File: src/rtl/ex_mem_hilo.sv
// ex_mem_hilo: EX/MEM pipeline register plus the HI/LO special registers.
//
// The pipeline half captures the execute-stage result, store data,
// destination, link address and control bits, with Stall (hold) and
// Flush (bubble). The HI/LO half commits mult/div results a fixed number
// of cycles after acceptance, serves mfhi/mflo, and applies mthi/mtlo.
//
// Ports
//   clk, reset                       clock, synchronous active-high reset
//   ALUResult, ALULR, mb, mrd, E_A   execute-stage data
//   E_PC8                            PC+8 link value
//   E_RegWrite..E_PcToReg            control bits copied to MEM
//   E_HiLoWrite, E_IsDiv             mult/div result write and latency select
//   E_MtHi, E_MtLo, E_MfHi, E_MfLo   special-register moves
//   Stall, Flush                     pipeline hold / bubble insert
//   M_*                              latched MEM-stage values
//   M_Fwd                            forwarding value (link or ALU result)
//   HI, LO                           architectural special registers
//   Busy                             HI/LO commit pending
//
// HI/LO commit FSM
//   state | meaning
//   IDLE  | no commit outstanding, cnt == 0
//   PEND  | mult/div result held in pending, cnt cycles until it lands

module ex_mem_hilo #(
    parameter int MULT_CYCLES = 5,
    parameter int DIV_CYCLES  = 10
) (
    input  logic        clk,
    input  logic        reset,
    input  logic [31:0] ALUResult,
    input  logic [63:0] ALULR,
    input  logic [31:0] mb,
    input  logic [4:0]  mrd,
    input  logic [31:0] E_A,
    input  logic [31:0] E_PC8,
    input  logic        E_RegWrite,
    input  logic        E_MemWrite,
    input  logic        E_MemToReg,
    input  logic        E_PcToReg,
    input  logic        E_HiLoWrite,
    input  logic        E_IsDiv,
    input  logic        E_MtHi,
    input  logic        E_MtLo,
    input  logic        E_MfHi,
    input  logic        E_MfLo,
    input  logic        Stall,
    input  logic        Flush,
    output logic [31:0] M_ALUResult,
    output logic [31:0] M_B,
    output logic [31:0] M_PC8,
    output logic [4:0]  M_RD,
    output logic        M_RegWrite,
    output logic        M_MemWrite,
    output logic        M_MemToReg,
    output logic        M_PcToReg,
    output logic [31:0] M_Fwd,
    output logic [31:0] HI,
    output logic [31:0] LO,
    output logic        Busy
);

    localparam int MAX_CYCLES = (MULT_CYCLES > DIV_CYCLES) ? MULT_CYCLES : DIV_CYCLES;
    localparam int CW = $clog2(MAX_CYCLES + 1);
    localparam logic [CW-1:0] MULT_CNT = CW'(MULT_CYCLES);
    localparam logic [CW-1:0] DIV_CNT  = CW'(DIV_CYCLES);
    localparam logic [CW-1:0] CNT_ONE  = CW'(1);

    typedef enum logic {IDLE, PEND} hilo_state_t;

    hilo_state_t   state;
    logic [CW-1:0] cnt;
    logic [63:0]   pending;
    logic          adv;

    assign adv   = !Stall && !Flush;
    assign Busy  = (cnt != '0);
    assign M_Fwd = M_PcToReg ? M_PC8 : M_ALUResult;

    always_ff @(posedge clk) begin
        if (reset) begin
            M_ALUResult <= '0;
            M_B         <= '0;
            M_PC8       <= '0;
            M_RD        <= '0;
            M_RegWrite  <= 1'b0;
            M_MemWrite  <= 1'b0;
            M_MemToReg  <= 1'b0;
            M_PcToReg   <= 1'b0;
            HI          <= '0;
            LO          <= '0;
            pending     <= '0;
            cnt         <= '0;
            state       <= IDLE;
        end else begin
            if (!Stall) begin
                if (Flush) begin
                    M_ALUResult <= '0;
                    M_B         <= '0;
                    M_PC8       <= '0;
                    M_RD        <= '0;
                    M_RegWrite  <= 1'b0;
                    M_MemWrite  <= 1'b0;
                    M_MemToReg  <= 1'b0;
                    M_PcToReg   <= 1'b0;
                end else begin
                    // mfhi/mflo read the pre-edge HI/LO; stale while Busy.
                    M_ALUResult <= E_MfHi ? HI : (E_MfLo ? LO : ALUResult);
                    M_B         <= mb;
                    M_PC8       <= E_PC8;
                    M_RD        <= mrd;
                    M_RegWrite  <= E_RegWrite;
                    M_MemWrite  <= E_MemWrite;
                    M_MemToReg  <= E_MemToReg;
                    M_PcToReg   <= E_PcToReg;
                end
            end

            // A new mult/div beats a simultaneous mthi/mtlo and restarts
            // any commit already in flight.
            if (adv && E_HiLoWrite) begin
                pending <= ALULR;
                cnt     <= E_IsDiv ? DIV_CNT : MULT_CNT;
                state   <= PEND;
            end else if (adv && (E_MtHi || E_MtLo)) begin
                if (E_MtHi) HI <= E_A;
                if (E_MtLo) LO <= E_A;
                cnt   <= '0;
                state <= IDLE;
            end else if (state == PEND) begin
                if (cnt == CNT_ONE) begin
                    {HI, LO} <= pending;
                    cnt      <= '0;
                    state    <= IDLE;
                end else begin
                    cnt <= cnt - CNT_ONE;
                end
            end
        end
    end

endmodule

File: config.mk
export PLATFORM = sky130hd
export DESIGN_NAME = ex_mem_hilo
export DESIGN_NICKNAME = d
export VERILOG_FILES = /design/src/rtl/ex_mem_hilo.sv
export SDC_FILE = /design/constraint.sdc
export NUM_CORES = 1
export LEC_CHECK = 0
export ABC_AREA = 1
export BUFFER_PORTS_ARGS = -buffer_cell sky130_fd_sc_hd__buf_2
export CAP_MARGIN = 10
export CORE_AREA = 2 2 158 160
export CTS_BUF_LIST = sky130_fd_sc_hd__clkbuf_2
export CTS_CLUSTER_DIAMETER = 40
export DETAILED_ROUTE_END_ITERATION = 8
export DIE_AREA = 0 0 160 162
export GPL_TIMING_DRIVEN = 0
export PLACE_DENSITY = 0.71
export SLEW_MARGIN = 20
export SYNTH_ARGS = -nofsm -noshare
export SYNTH_HDL_FRONTEND = slang
export SYNTH_SLANG_ARGS = --single-unit
export TNS_END_PERCENT = 5
File: constraint.sdc
create_clock -name clk -period 1.55 [get_ports clk]
set_input_delay 0.31 -clock clk [delete_from_list [all_inputs] [get_ports clk]]
set_output_delay 0.31 -clock clk [all_outputs]
set_load 0.1 [all_outputs]
==> run metrics, run 1 <==
status complete, but fails checks; failing checks negative setup slack; crit path max fanout 10; CTS tree done; Slowest Stage Delay on Critical Path 0.39 ns; unrepaired setup endpoints after global routing true; endpoint class of the critical path primary output; sequential fraction of the synthesis area 0.474; drt total wl 51000 um; Synth Instances 1405; Final GP Congestion roughly 0.97; DR WL/cell 20.7 um; worst-skew pair later-pin latency 0.85 ns; clock skew 0.0578 ns; commonest non-fill, non-tap cell in the layout nand2_1; TritonRoute pass-1 iters 6; drt drc 0; starting DRC count in detailed routing 1039; hold slack 0.0617 ns; worst setup margin -0.845 ns; Rows 57; Mapped Avg Cell Area roughly 7.2 um2; clock buffer depth 3; warnings from Yosys 0; Final nets approximately 2.3k; post-route antenna net violation count 0; Crit path buffers/inverters 3; DR vias 13.2k; Core Box Area 0.0241 mm2; Worst path slowest cell dfxtp_4; # IOs 413; most frequent cells in the layout nand2_1 (404), buf_2 (240), dlygate4sd3_1 (217), nor2_1 (212), buf_12 (202); final-report hold violation count 0; worst-path cell chain clkbuf_16 -> buf_12 -> mux2_4 -> buf_12; die area 0.0259 mm2; Setup CP Type flip-flop to primary output; Syn Nets 1619; GR Util All Layers 0.365; post-DP HPWL 29900 um; Port Buf Inserts 410; flops & latches, synth 238; Synth Area in XOR/XNOR 0.000871; area growth from synthesis to layout 90.6%; Peak Freq 417 MHz; layout cells sized above 1 0.372; die width 160 um; P_leak 8.15 nW; post-synthesis cell type count 21; post-synthesis simple-gate area fraction 0.254; Clock Sinks 238; fin. max-slew vios 0; Worst R2R Setup Slack -0.07 ns; Final Instance Count excl. Fillers around 2.5k; Compound-Gate Fraction of Synth Area 0.177; max cap viols 0; CTS Buf Count 58; H-Tree Depth 2; area share of fa/ha/maj cells after synthesis 0.00373; crit share post-route 1.55; min cycle time layout about 2.4 ns; Peak VDD IR 0.000653 V; pin count of the biggest net entering global routing 16; crit start category flip-flop; first-pass GRT wire length roughly 75000 um; hold crit path type primary input to flip-flop; main combinational cell family by area after synthesis simple AND/OR/NAND/NOR gates; Critical Path RT about 1.2 ns; initial antenna violation count 4; Die Y 162 um; CP most frequent cell buf_12; Critical Path AT roughly 2.1 ns; vias in the first global route 13.6k; Max transition margin 0.503; multiplexer area fraction after synthesis 0.0358; number of vias per cell about 5.4; Worst Tran Pin Value 0.745 ns; Overflow after GRT 0; DP Cell Count about 2.1k; critical path's top delay family buffers and inverters; # setup viols final 233; Netlist Area Pre-Place 0.0101 mm2; CTS clock-pin slew for the worst setup and hold paths 0.11 ns; power density over the cells between 800 and 900 mW/mm2; initial core utilization 0.417; Clock Tree Root clkbuf_2
-- power by group --
part / switching (mW) / internal, mW / total, mW
clock: 2.66 / 1.63 / 4.29
sequential: 0.420 / 6.34 / 6.76
combinational: 3.36 / 2.05 / 5.41
-- worst min-delay path, delay by kind of cell --
kind                   cells  cell delay (ns)
and+or+nand+nor            2             0.17
AOI/OAI and AO/OA          2             0.20
buffers and inverters      1             0.18
-- worst paths after layout --
kind / from / to / depth (start not counted)
worst max-delay path: M_PcToReg / M_Fwd[21] / 4
worst min-delay path: E_MfLo / M_ALUResult[1] / 5
worst max register to register: cnt[1] / HI[13] / 9
worst min register to register: pending[31] / pending[31] / 2
-- what timing repair did --
action	4_1_cts	5_1_grt
setup endpoints to repair	252	263
hold endpoints to repair	237	0
setup buffers	1	0
resized for setup	951	186
cloned	1	0
hold buffers	217	0
-- registers in the layout (all words and copies together), names as in the netlist --
register and flops:
M_MemToReg 1, M_ALUResult 32, LO 32, M_RD 5
M_MemWrite 1, pending 64, M_PC8 32, M_PcToReg 1
HI 32, M_B 32, cnt 4, M_RegWrite 1
state 1
-- metal layers --
| layer | GRT usage | up-vias | share of wire |
|---|---|---|---|
| li1 | - | 6018 | - |
| met4 | 0.238 | 0 | 0.068 |
| met5 | 0 | - | 0 |
| met2 | 0.669 | 792 | 0.50 |
| met3 | 0.0894 | 244 | 0.078 |
| met1 | 0.372 | 6194 | 0.35 |
-- area by class of cell --
class | count | area [um2]
inverters | 24 | 92.6
diodes | 4 | 10.0
clock buffers | 84 | 420
flip-flops and latches | 238 | 5330
well taps | 324 | 405
multi-input cells | 1036 | 4960
repair buffers | 629 | 7270
fillers | 1429 | 4940
plain buffers | 107 | 568
clock inverters | 21 | 114
-- synthesized netlist by cell type --
master    number  area share
xor2_1         1     0.00087
buf_4          3      0.0022
nor2_1       212       0.079
nor2_8         1      0.0020
nand2_2        2      0.0012
nand2_4        1      0.0011
nand2_1      405        0.15
clkbuf_1      57       0.021
o21ai_0      106       0.053
o21ai_1       33       0.016
ha_1           3      0.0037
mux2_2        32       0.036
buf_1          4      0.0015
o211ai_1      27       0.020
inv_1         18      0.0067
nand3_1       38       0.019
inv_2          6      0.0022
buf_2         43       0.021
a21oi_1      174       0.087
o21ai_2        1     0.00087
dfxtp_1      238        0.47
-- through the flow --
step                total power [mW]  instance area, um2  worst slack (ns)  utilization  setup TNS (ns)
finish                          16.5               19200            -0.845        0.795          -54.19
global route                    17.0               19200            -0.910        0.795          -70.06
CTS                             16.0               18700            -0.844        0.775          -67.40
detailed placement              10.7               12700            -0.184        0.529          -21.56
global placement                10.7               12700            -0.170        0.529          -18.49
floorplan                       9.73               10300           -0.0944            -           -2.94
-- cell families (layout without fill, tap and decap cells) --
family	Yosys count	in the layout
and+or+nand+nor	659	659
AOI/OAI and AO/OA	341	341
DFF	238	238
buffers and inverters	131	865
muxes	32	32
adders and majority gates	3	3
xor gates and xnor gates	1	1
other	0	4
Note: power is estimated with default switching activity, not from simulation.
==> inputs of run 2 (changes only) <==
Settings changed: CORE_AREA 2 2 158 160 to unset, CORE_ASPECT_RATIO set to 2, CORE_MARGIN set to 2, CORE_UTILIZATION set to 25, DIE_AREA 0 0 160 162 to unset, PLACE_DENSITY 0.71 to unset.
==> run 2 against run 1 <==
  * The run still ends with negative setup slack left
  * Wire length increased by 9.4%
  * First-iteration DRC count decreased by 34%
  * Highest routed layer is now met5
  * Sequential power increased by 0.6%
  * Flip-flop and latch count unchanged
==> run metrics, run 2 (synthesis gave the netlist of run 1 again) <==
status complete, but fails checks; failing checks negative setup slack; Int Pwr 9.71 mW; Crit path buffers/inverters 3; clock buffer depth 3; Comb power frac 0.333; most frequent cells in the layout nand2_1 (404), dlygate4sd3_1 (267), buf_2 (243), nor2_1 (211), buf_12 (203); Worst R2R Setup Slack -0.35 ns; post-route antenna net violation count 0; min cycle time layout 2.53 ns; DR WL/cell slightly above 20 um; Critical Path AT 2.22 ns; pre-CTS setup slack -0.457 ns; TNS Setup -84.23 ns; die area 0.0419 mm2; Peak VDD IR approximately 0.00047 V; Biggest register pending; post-layout instance area 0.0197 mm2; worst-skew pair later-pin latency 0.99 ns; hold crit path type primary input to flip-flop; P_leak 8.38 nW; crit path max fanout 10; Setup CP Type flip-flop to primary output; drt total wl 55800 um; WP depth 4; drt drc 0; Max transition margin 0.485; TritonRoute pass-1 iters 5; Die Y 288 um; Post-DP Area 0.0130 mm2; fill count 3586; max reg flops 64; Critical Path RT 1.24 ns; crit start category flip-flop; Rows 104; commonest non-fill, non-tap cell in the layout nand2_1; post-DP HPWL 37600 um; initial antenna violation count 7; vias in the first global route 13.3k; die width 146 um; first-pass GRT wire length 79400 um; CTS clock-pin slew for the worst setup and hold paths between 0.1 and 0.15 ns; unrepaired setup endpoints after global routing true; Hold EP cnt[2]; Clock Power Share 0.249; Seq pwr share 0.418; NetSw 6.56 mW; pin count of the biggest net entering global routing 16; Hold Startpoint E_HiLoWrite; reg-to-reg critical path startpoint cnt[1]; CTS Buf Count 56; CTS tree done; # setup viols final 271; starting DRC count in detailed routing 683; Worst path slowest cell dfxtp_4; # IOs 413; Final nets 2357; layout cells sized above 1 0.348; Overflow after GRT 0; Peak Freq 395 MHz; Worst Tran Pin Value 0.772 ns; worst-path cell chain clkbuf_16 -> buf_12 -> mux2_4 -> buf_12; sw frac 0.403; area growth from synthesis to layout 96.1%; Worst R2R Path Depth 9; Hold Path Depth 6; Core Box Area 0.0399 mm2; number of vias per cell about 4.8; Clock Sinks between 200 and 250; r2r endpoint HI[7]; CP most frequent cell buf_12; DR vias 13.1k; fin. max-slew vios 0; worst setup margin -0.980 ns; Port Buf Inserts 410; Clock Tree Root clkbuf_2; Final GP Congestion 0.864; initial core utilization 0.252; endpoint class of the critical path primary output; clock skew 0.169 ns; Slowest Stage Delay on Critical Path 0.39 ns; GR Util All Layers 0.247; max cap viols 0; final-report hold violation count 0; crit share post-route 1.63; power density over the cells 825 mW/mm2; critical path's top delay family buffers and inverters; hold slack 0.0870 ns; H-Tree Depth 2
-- run 2: changes by cell type in the layout (fill, tap and decap cells not counted), sizes merged, moves of 2 or more --
cell          delta
dlygate4sd3     +50
clkinv           +2
clkbuf          -13
dlymetal6s4s     +2
-- run 2: timing repair --
| item | CTS | global route |
|---|---|---|
| gates resized for setup | 941 | 157 |
| setup buffers | 0 | 1 |
| pin swaps | 0 | 2 |
| setup endpoints to repair | 266 | 291 |
| hold buffers | 269 | 0 |
| hold endpoints to repair | 237 | 0 |
-- run 2: cell type report --
type / count / area [um2] / share of cell area
clock inverters: 21 / 93.8 / 0.00476
repair buffers: 680 / 7770 / 0.394
clock buffers: 71 / 355 / 0.0180
flip-flops and latches: 238 / 5310 / 0.269
multi-input cells: 1036 / 4870 / 0.247
well taps: 530 / 663 / 0.0336
diodes: 5 / 12.5 / 0.000634
inverters: 24 / 90.1 / 0.00457
plain buffers: 107 / 553 / 0.0280
-- run 2: stage by stage --
step	cells	power [mW]	utilization
final	2712	16.3	0.494
after CTS	2706	16.1	0.483
after floorplan	1405	9.73	-
after global routing	2710	16.9	0.494
after detailed placement	2345	10.8	0.326
after global placement	2345	10.8	0.326
-- run 2: power groups by stage --
stage / clock network (mW) / logic (mW) / registers (mW)
6_report: 4.04 / 5.42 / 6.80
3_5_place_dp: 0 / 3.94 / 6.89
2_1_floorplan: 0 / 1.40 / 8.33
4_1_cts: 4.06 / 5.23 / 6.80
3_3_place_gp: 0 / 3.92 / 6.88
5_1_grt: 4.38 / 5.67 / 6.83
-- run 2: worst max-delay path by stage --
stage               startpoint               to  slack (ns)
floorplan            M_PcToReg        M_Fwd[10]       -0.09
global placement        E_MfLo  M_ALUResult[28]       -0.49
detailed placement      E_MfLo  M_ALUResult[28]       -0.46
CTS                  M_PcToReg        M_Fwd[26]       -0.99
global route         M_PcToReg        M_Fwd[26]       -1.04
finish               M_PcToReg        M_Fwd[26]       -0.98
-- run 2: tightest hold or removal path, cell delays in order --
cell and delay (ns):
buf_2 0.10, nand2_4 0.13, inv_2 0.25, nor2_2 0.11, nand3_1 0.06, a21oi_1 0.06
-- run 2: layer usage --
layer,vias up,global-route usage,share of wire
li1,6126,-,-
met1,5981,0.263,0.36
met2,755,0.447,0.49
met3,203,0.0593,0.084
met4,8,0.131,0.059
met5,-,0,0.00090
